===== config.mk =====
export PLATFORM = sky130hd
export DESIGN_NAME = eth_vlg_tmo_sched
export DESIGN_NICKNAME = d
export VERILOG_FILES = /design/src/rtl/eth_vlg_tmo_sched.sv
export SDC_FILE = /design/constraint.sdc
export NUM_CORES = 1
export LEC_CHECK = 0
export BUFFER_PORTS_ARGS = -buffer_cell sky130_fd_sc_hd__buf_4
export CAP_MARGIN = 20
export CORE_ASPECT_RATIO = 0.8
export CORE_MARGIN = 4
export CORE_UTILIZATION = 60
export DETAILED_ROUTE_END_ITERATION = 8
export HOLD_SLACK_MARGIN = 0.02
export MAX_ROUTING_LAYER = met4
export PLACE_DENSITY = 0.8
export REMOVE_ABC_BUFFERS = 1
export SYNTH_ARGS = -nofsm -noshare
export SYNTH_HDL_FRONTEND = slang
export SYNTH_SLANG_ARGS = --single-unit

===== constraint.sdc =====
create_clock -name clk -period 4.8 [get_ports clk]
set_input_delay 0.72 -clock clk [delete_from_list [all_inputs] [get_ports clk]]
set_output_delay 0.72 -clock clk [all_outputs]
set_load 0.005 [all_outputs]

===== src/rtl/eth_vlg_tmo_sched.sv =====
// Shared timeout scheduler: one prescaler tick drives N independent
// down-counting channels, each with a sticky timeout flag and an overflow pulse.
module eth_vlg_tmo_sched #(
  parameter int N     = 4,
  parameter int TICKS = 125000,
  parameter int W     = 16
) (
  input  logic         clk,
  input  logic         rst,
  input  logic         en,
  input  logic [N-1:0] arm,
  input  logic [W-1:0] arm_val,
  input  logic [N-1:0] disarm,
  input  logic [N-1:0] tmo_ack,
  output logic         tick,
  output logic [N-1:0] active,
  output logic [N-1:0] tmo,
  output logic [N-1:0] ovf
);

  localparam int PW = (TICKS > 1) ? $clog2(TICKS) : 1;
  localparam logic [PW-1:0] CTR_LAST = PW'(TICKS - 1);

  typedef enum logic {
    IDLE = 1'b0,
    RUN  = 1'b1
  } state_t;

  logic [PW-1:0] ctr_reg;
  logic          tick_reg;
  logic          strobe;
  logic [W-1:0]  load_val;

  assign strobe   = en && (ctr_reg == CTR_LAST);
  assign load_val = (arm_val == '0) ? W'(1) : arm_val;
  assign tick     = tick_reg;

  always_ff @(posedge clk or negedge rst) begin
    if (!rst) begin
      ctr_reg  <= '0;
      tick_reg <= 1'b0;
    end else begin
      tick_reg <= strobe;
      if (en) begin
        ctr_reg <= (ctr_reg == CTR_LAST) ? '0 : ctr_reg + PW'(1);
      end
    end
  end

  state_t       state_reg  [N];
  state_t       state_next [N];
  logic [W-1:0] cnt_reg    [N];
  logic [W-1:0] cnt_next   [N];
  logic         tmo_reg    [N];
  logic         tmo_next   [N];
  logic         ovf_reg    [N];
  logic         ovf_next   [N];

  generate
    for (genvar gi = 0; gi < N; gi++) begin : g_ch
      logic expire;

      always_ff @(posedge clk or negedge rst) begin
        if (!rst) begin
          state_reg[gi] <= IDLE;
          cnt_reg[gi]   <= '0;
          tmo_reg[gi]   <= 1'b0;
          ovf_reg[gi]   <= 1'b0;
        end else begin
          state_reg[gi] <= state_next[gi];
          cnt_reg[gi]   <= cnt_next[gi];
          tmo_reg[gi]   <= tmo_next[gi];
          ovf_reg[gi]   <= ovf_next[gi];
        end
      end

      // disarm beats arm beats the tick; an arm/disarm on the strobe swallows that expiry
      always_comb begin
        state_next[gi] = state_reg[gi];
        cnt_next[gi]   = cnt_reg[gi];
        expire         = 1'b0;
        if (disarm[gi]) begin
          state_next[gi] = IDLE;
          cnt_next[gi]   = '0;
        end else if (arm[gi]) begin
          state_next[gi] = RUN;
          cnt_next[gi]   = load_val;
        end else if (state_reg[gi] == RUN && strobe) begin
          if (cnt_reg[gi] > W'(1)) begin
            cnt_next[gi] = cnt_reg[gi] - W'(1);
          end else begin
            state_next[gi] = IDLE;
            cnt_next[gi]   = '0;
            expire         = 1'b1;
          end
        end
      end

      // a same-cycle ack consumes the previous event, so it suppresses overflow
      always_comb begin
        tmo_next[gi] = tmo_reg[gi];
        ovf_next[gi] = 1'b0;
        if (expire) begin
          tmo_next[gi] = 1'b1;
          ovf_next[gi] = tmo_reg[gi] && !tmo_ack[gi];
        end else if (tmo_ack[gi]) begin
          tmo_next[gi] = 1'b0;
        end
      end

      assign active[gi] = (state_reg[gi] == RUN);
      assign tmo[gi]    = tmo_reg[gi];
      assign ovf[gi]    = ovf_reg[gi];
    end
  endgenerate

endmodule


After elaboration in Yosys (flattened, before gate mapping)
Index checks and enable logic that the tools add are counted.
{"block": "word_totals", "regBits": 94, "in_bits": 31, "output_inout_bits": 13, "wordCells": 120}
{"block": "classes", "n_addsub": 5, "n_lt_le_gt_ge": 4, "n_eq_ne": 5, "mux": 62, "reduce_logical": 26}
{"operator": "2-to-1 mux 16 bit", "n": 17}
{"operator": "greater-than comparator 16 x 1 -> 1 bit, second input constant", "n": 4}
{"operator": "subtractor 16 x 1 -> 16 bit, second input constant", "n": 4}
{"operator": "2-to-1 mux 1 bit", "n": 44}
{"operator": "adder 17 x 1 -> 17 bit, second input constant", "n": 1}
{"operator": "== test 17 bit, second input constant", "n": 1}
{"operator": "2-to-1 mux 17 bit", "n": 1}
{"operator": "zero test 16 bit", "n": 1}
{"operator": "!= test 3 bit, second input constant", "n": 4}
{"operator": "nonzero test 3 bit", "n": 4}
{"operator": "logical AND 1 bit", "n": 9}
{"operator": "AND reduction 2 bit", "n": 4}
{"operator": "nonzero test 2 bit", "n": 4}
{"operator": "zero test 1 bit", "n": 4}

Longest topological paths before layout
{"block": "logic_depth", "ltp_word": 7, "ltp_mapped": 8, "ltp_nobuf": 7}

Worst setup path before layout
No wires, ideal clock.
{"block": "synth_timing", "kind": "register to register", "start": "reg ctr_reg[12]", "end": "reg cnt_reg[47] (netlist bit)", "setup_time_ps": 126, "arrival_ps": 1998, "t_required_ps": 4674, "setup_slack_ps": 2676, "path_stages_with_launch": 7, "n_path_buf": 1, "period_less_slack_ps": 2124, "cell_sequence": "dfrtp_1 or4b_4 nor4_4 buf_6 a31oi_2 a21o_1 a221o_1"}
{"block": "synth_via", "elab_chain_len": 4}
{"item": "start: declaration", "line_no": "29", "text": "logic [PW-1:0] ctr_reg;"}
{"item": "start signal: assignment", "line_no": "45", "text": "ctr_reg <= (ctr_reg == CTR_LAST) ? '0 : ctr_reg + PW'(1);"}
{"item": "== test 17 bit", "line_no": "34", "text": "assign strobe = en && (ctr_reg == CTR_LAST);"}
{"item": "logical AND 1 bit", "line_no": "34"}
{"item": "logical AND 1 bit", "line_no": "88", "text": "end else if (state_reg[gi] == RUN && strobe) begin"}
{"item": "nonzero test 3 bit (no source line)"}
{"item": "end signal: indexed assignment", "line_no": "71", "text": "cnt_reg[gi] <= cnt_next[gi];"}
{"item": "end: declaration", "line_no": "52", "text": "logic [W-1:0] cnt_reg [N];"}
Every way passes these cells.
A chain may end at the register's enable or synchronous reset.

Final worst setup path
Same ends and word-level chain as after synthesis.

==> flow_metrics.tcl <==
set metrics [dict create \
    drt_iter0_drc 678 \
    finalSetupTns_ns 0 \
    wire_per_inst_microns 20.0 \
    ant_nets 0 \
    cts_tree "yes" \
    whs_ns 0.470 \
    finalClockSkew_ns 0.00824 \
    pre_cts_ws_ns 1.94 \
    grt-ovfl-total 0 \
    path_clk_slew_ns 0.07 \
    critPathMaxStageDelay_ns 0.76 \
    finalCriticalPeriod_ns 2.93 \
    slew_viol_final 0 \
    worstPathArrival_ns 3.16 \
    syn_avg_cell_area_sq_um 8.93 \
    ys_ff_latch 94 \
    initial_core_util_pct 61.7 \
    root_buffer "clkbuf_16" \
    drive_gt1_share_pct 12.4 \
    comb_power_share_pct 24.7 \
    period_share_pct 61.0 \
    netlist_area_sq_mm 0.00557 \
    path_delay_family "simple AND/OR/NAND/NOR gates" \
    drt_first_pass_iters 7 \
    intPower_mw 1.47 \
    path_class "flop to flop" \
    worstPathCellList "or4b_4 > nor4_4 > a31oi_2 > a21o_1 > a221o_1" \
    switching_share_pct 34.5 \
    synth-edff-count 0 \
    die_width_microns 116 \
    path_max_fanout 19 \
    cts_hold_buf 0 \
    fin_util_pct 69.4 \
    hp-class "input port to asynchronous set/reset pin" \
    drcViolationCount 0 \
    htree_levels 3 \
    setup_slack_ns 1.87 \
    ios 44 \
    synthTopCellsByArea "dfrtp_1 42%, o21ai_0 4.3%, o2bb2ai_1 4.2%" \
    r2r_end "cnt_reg[47]" \
    cts.sinks 94 \
    max-slew-margin-rel_pct 25.3 \
    routed-via-count 5400 \
    p_leak_nw 2.72 \
    rsz0062_at_grt "no" \
    syn2layout_area_growth_pct 12.6 \
    status "complete, no violations" \
    max_slew.worst_pin.slew_ns 1.11 \
    synthDistinctLibCells 66 \
    ys.flop_type "dfrtp_1" \
    async_reset_ff_share_pct 100 \
    largest_reg_flops 64 \
    crit_cells 5 \
    setup_violations 0 \
    fill_cells 695 \
    start_kind "flop" \
    cp.required_ns 5.03 \
    post_cts_buffers 0 \
    hpwl_microns 10500 \
    gp_congestion 0.948 \
    cts_resized 0 \
    seq_area_frac_synth_pct 42.2 \
    cpMaxStageDelayCell "nor4_4" \
    synth_top_area_share_pct 42.2 \
    clock.fmax_mhz 341 \
    fin_nets 702 \
    dpl_cell_area_sq_mm 0.00597 \
    yosys_warnings 0 \
    synth_area_leader_cell "dfrtp_1" \
    antenna_found_initial 0 \
    p_sw_mw 0.772 \
    grt_max_degree 65 \
    place_inst 762 \
    syn_inst 624 \
    grt_usage_pct 30.3 \
    core_area_sq_mm 0.00904 \
    pwr-share-clk_pct 30.5 \
    chipHeight_microns 94.2 \
    vias_per_cell 6.91 \
    end_kind "flop" \
    numCtsBuffers 9 \
    ir_worst_vdd_mv 0.273 \
    hold_viol_final 0 \
    p_seq_share_pct 44.8 \
    maxCapViolations 0 \
    r2r_setup_slack_ns 1.87 \
    port_buffers 43 \
    r2r-start "ctr_reg[12]" \
    clockBufferDepth 2 \
    dieArea_sq_mm 0.0109 \
    power_density_mw_per_mm2 357 \
    grt_pass1_vias 5074 \
    fin_cells 782 \
    routed_wl_microns 15700 \
    path_buf_inv 0 \
    finalPower_mw 2.24 \
    reg2reg_depth 5 \
    num_rows 31 \
    n_antenna_cell 0 \
    grt_first_pass_wirelength_microns 25400 \
    postLayoutCellArea_sq_mm 0.00627 \
    worstSkewPairLatency_ns 0.35 \
]
cells in the mapped netlist (5+ instances only):
| library cell | count |
|---|---|
| dfrtp_1 | 94 |
| nor2_1 | 53 |
| nand2_1 | 52 |
| o21ai_0 | 48 |
| inv_1 | 29 |
| nor3_1 | 29 |
| o2bb2ai_1 | 27 |
| a21oi_1 | 24 |
| nand3_1 | 21 |
| nor4_1 | 21 |
| a32oi_1 | 20 |
| clkbuf_1 | 19 |
| a22oi_1 | 17 |
| nand2b_1 | 11 |
| ha_1 | 9 |
| o31ai_1 | 9 |
| a22o_1 | 8 |
| a31oi_1 | 8 |
| nand4_1 | 8 |
| xor2_1 | 7 |
| and2_1 | 6 |
| buf_2 | 6 |
| o211ai_1 | 6 |
| o22ai_1 | 6 |
| xnor2_1 | 6 |
| a21o_1 | 5 |
| a2bb2oi_1 | 5 |
| and4_1 | 5 |
metal layers:
metal / track usage (%) / share of wire [%] / vias up
met5: - / 0 / -
met4: 11.7 / 3.0 / 0
met3: 4.44 / 9.6 / 46
met2: 45.1 / 45 / 303
met1: 42.3 / 43 / 2583
li1: - / - / 2468
final cells by class:
| class | count | area (sq um) | area share [%] |
|---|---|---|---|
| Tap cell | 115 | 144 | 2.29 |
| Sequential cell | 94 | 2350 | 37.5 |
| Clock buffer | 12 | 246 | 3.93 |
| Clock inverter | 4 | 30.0 | 0.479 |
| Timing Repair Buffer | 53 | 395 | 6.30 |
| Inverter | 30 | 113 | 1.79 |
| Multi-Input combinational cell | 474 | 2990 | 47.7 |
how the worst max path moves through the flow:
stage,startpoint,end
final,ctr_reg[12],cnt_reg[47]
after global routing,ctr_reg[12],cnt_reg[47]
after CTS,ctr_reg[12],cnt_reg[47]
after detailed placement,ctr_reg[12],cnt_reg[47]
after global placement,ctr_reg[12],cnt_reg[47]
after floorplan,ctr_reg[12],cnt_reg[59]
power by group through the flow:
stage	clock network [mW]	registers (mW)	logic, mW
after floorplan	0	0.983	0.377
after global routing	0.720	1.02	0.610
after global placement	0	1.00	0.515
final	0.683	1.00	0.552
after CTS	0.685	0.997	0.539
after detailed placement	0	1.01	0.536
cells by family (layout without fill, tap and decap cells):
logic type | count (synthesis) | count (layout) | synth area share, %
xor+xnor | 13 | 13 | 2.04
compound gates | 213 | 213 | 27.4
fa+ha+maj | 9 | 9 | 2.02
simple gates | 239 | 239 | 22.3
flops | 94 | 94 | 42.2
buf+inv | 56 | 99 | 4.04
layout by cell type, fill, tap and decap left out, types with 3 or more instances in the layout:
cell	n
buf_4	52
nor4_1	21
nand3_1	21
nand4_1	8
a22oi_1	17
or4_1	3
and4_1	5
inv_1	29
o31ai_1	9
nor3b_1	4
and3_1	4
o21ai_0	48
a21oi_1	24
or2_2	4
o22ai_1	6
and2_1	6
dfrtp_1	94
nand2_1	52
xnor2_1	6
nor2b_1	3
o2bb2ai_1	27
clkbuf_16	9
or3_1	4
a21o_1	5
a2bb2oi_1	5
ha_1	9
a32oi_1	20
nor3_1	29
o211ai_1	6
nor2_1	53
a31o_2	4
xor2_1	7
nand2b_1	11
a31oi_1	8
a22o_1	8
No activity file was read; power rests on OpenSTA's default activity.
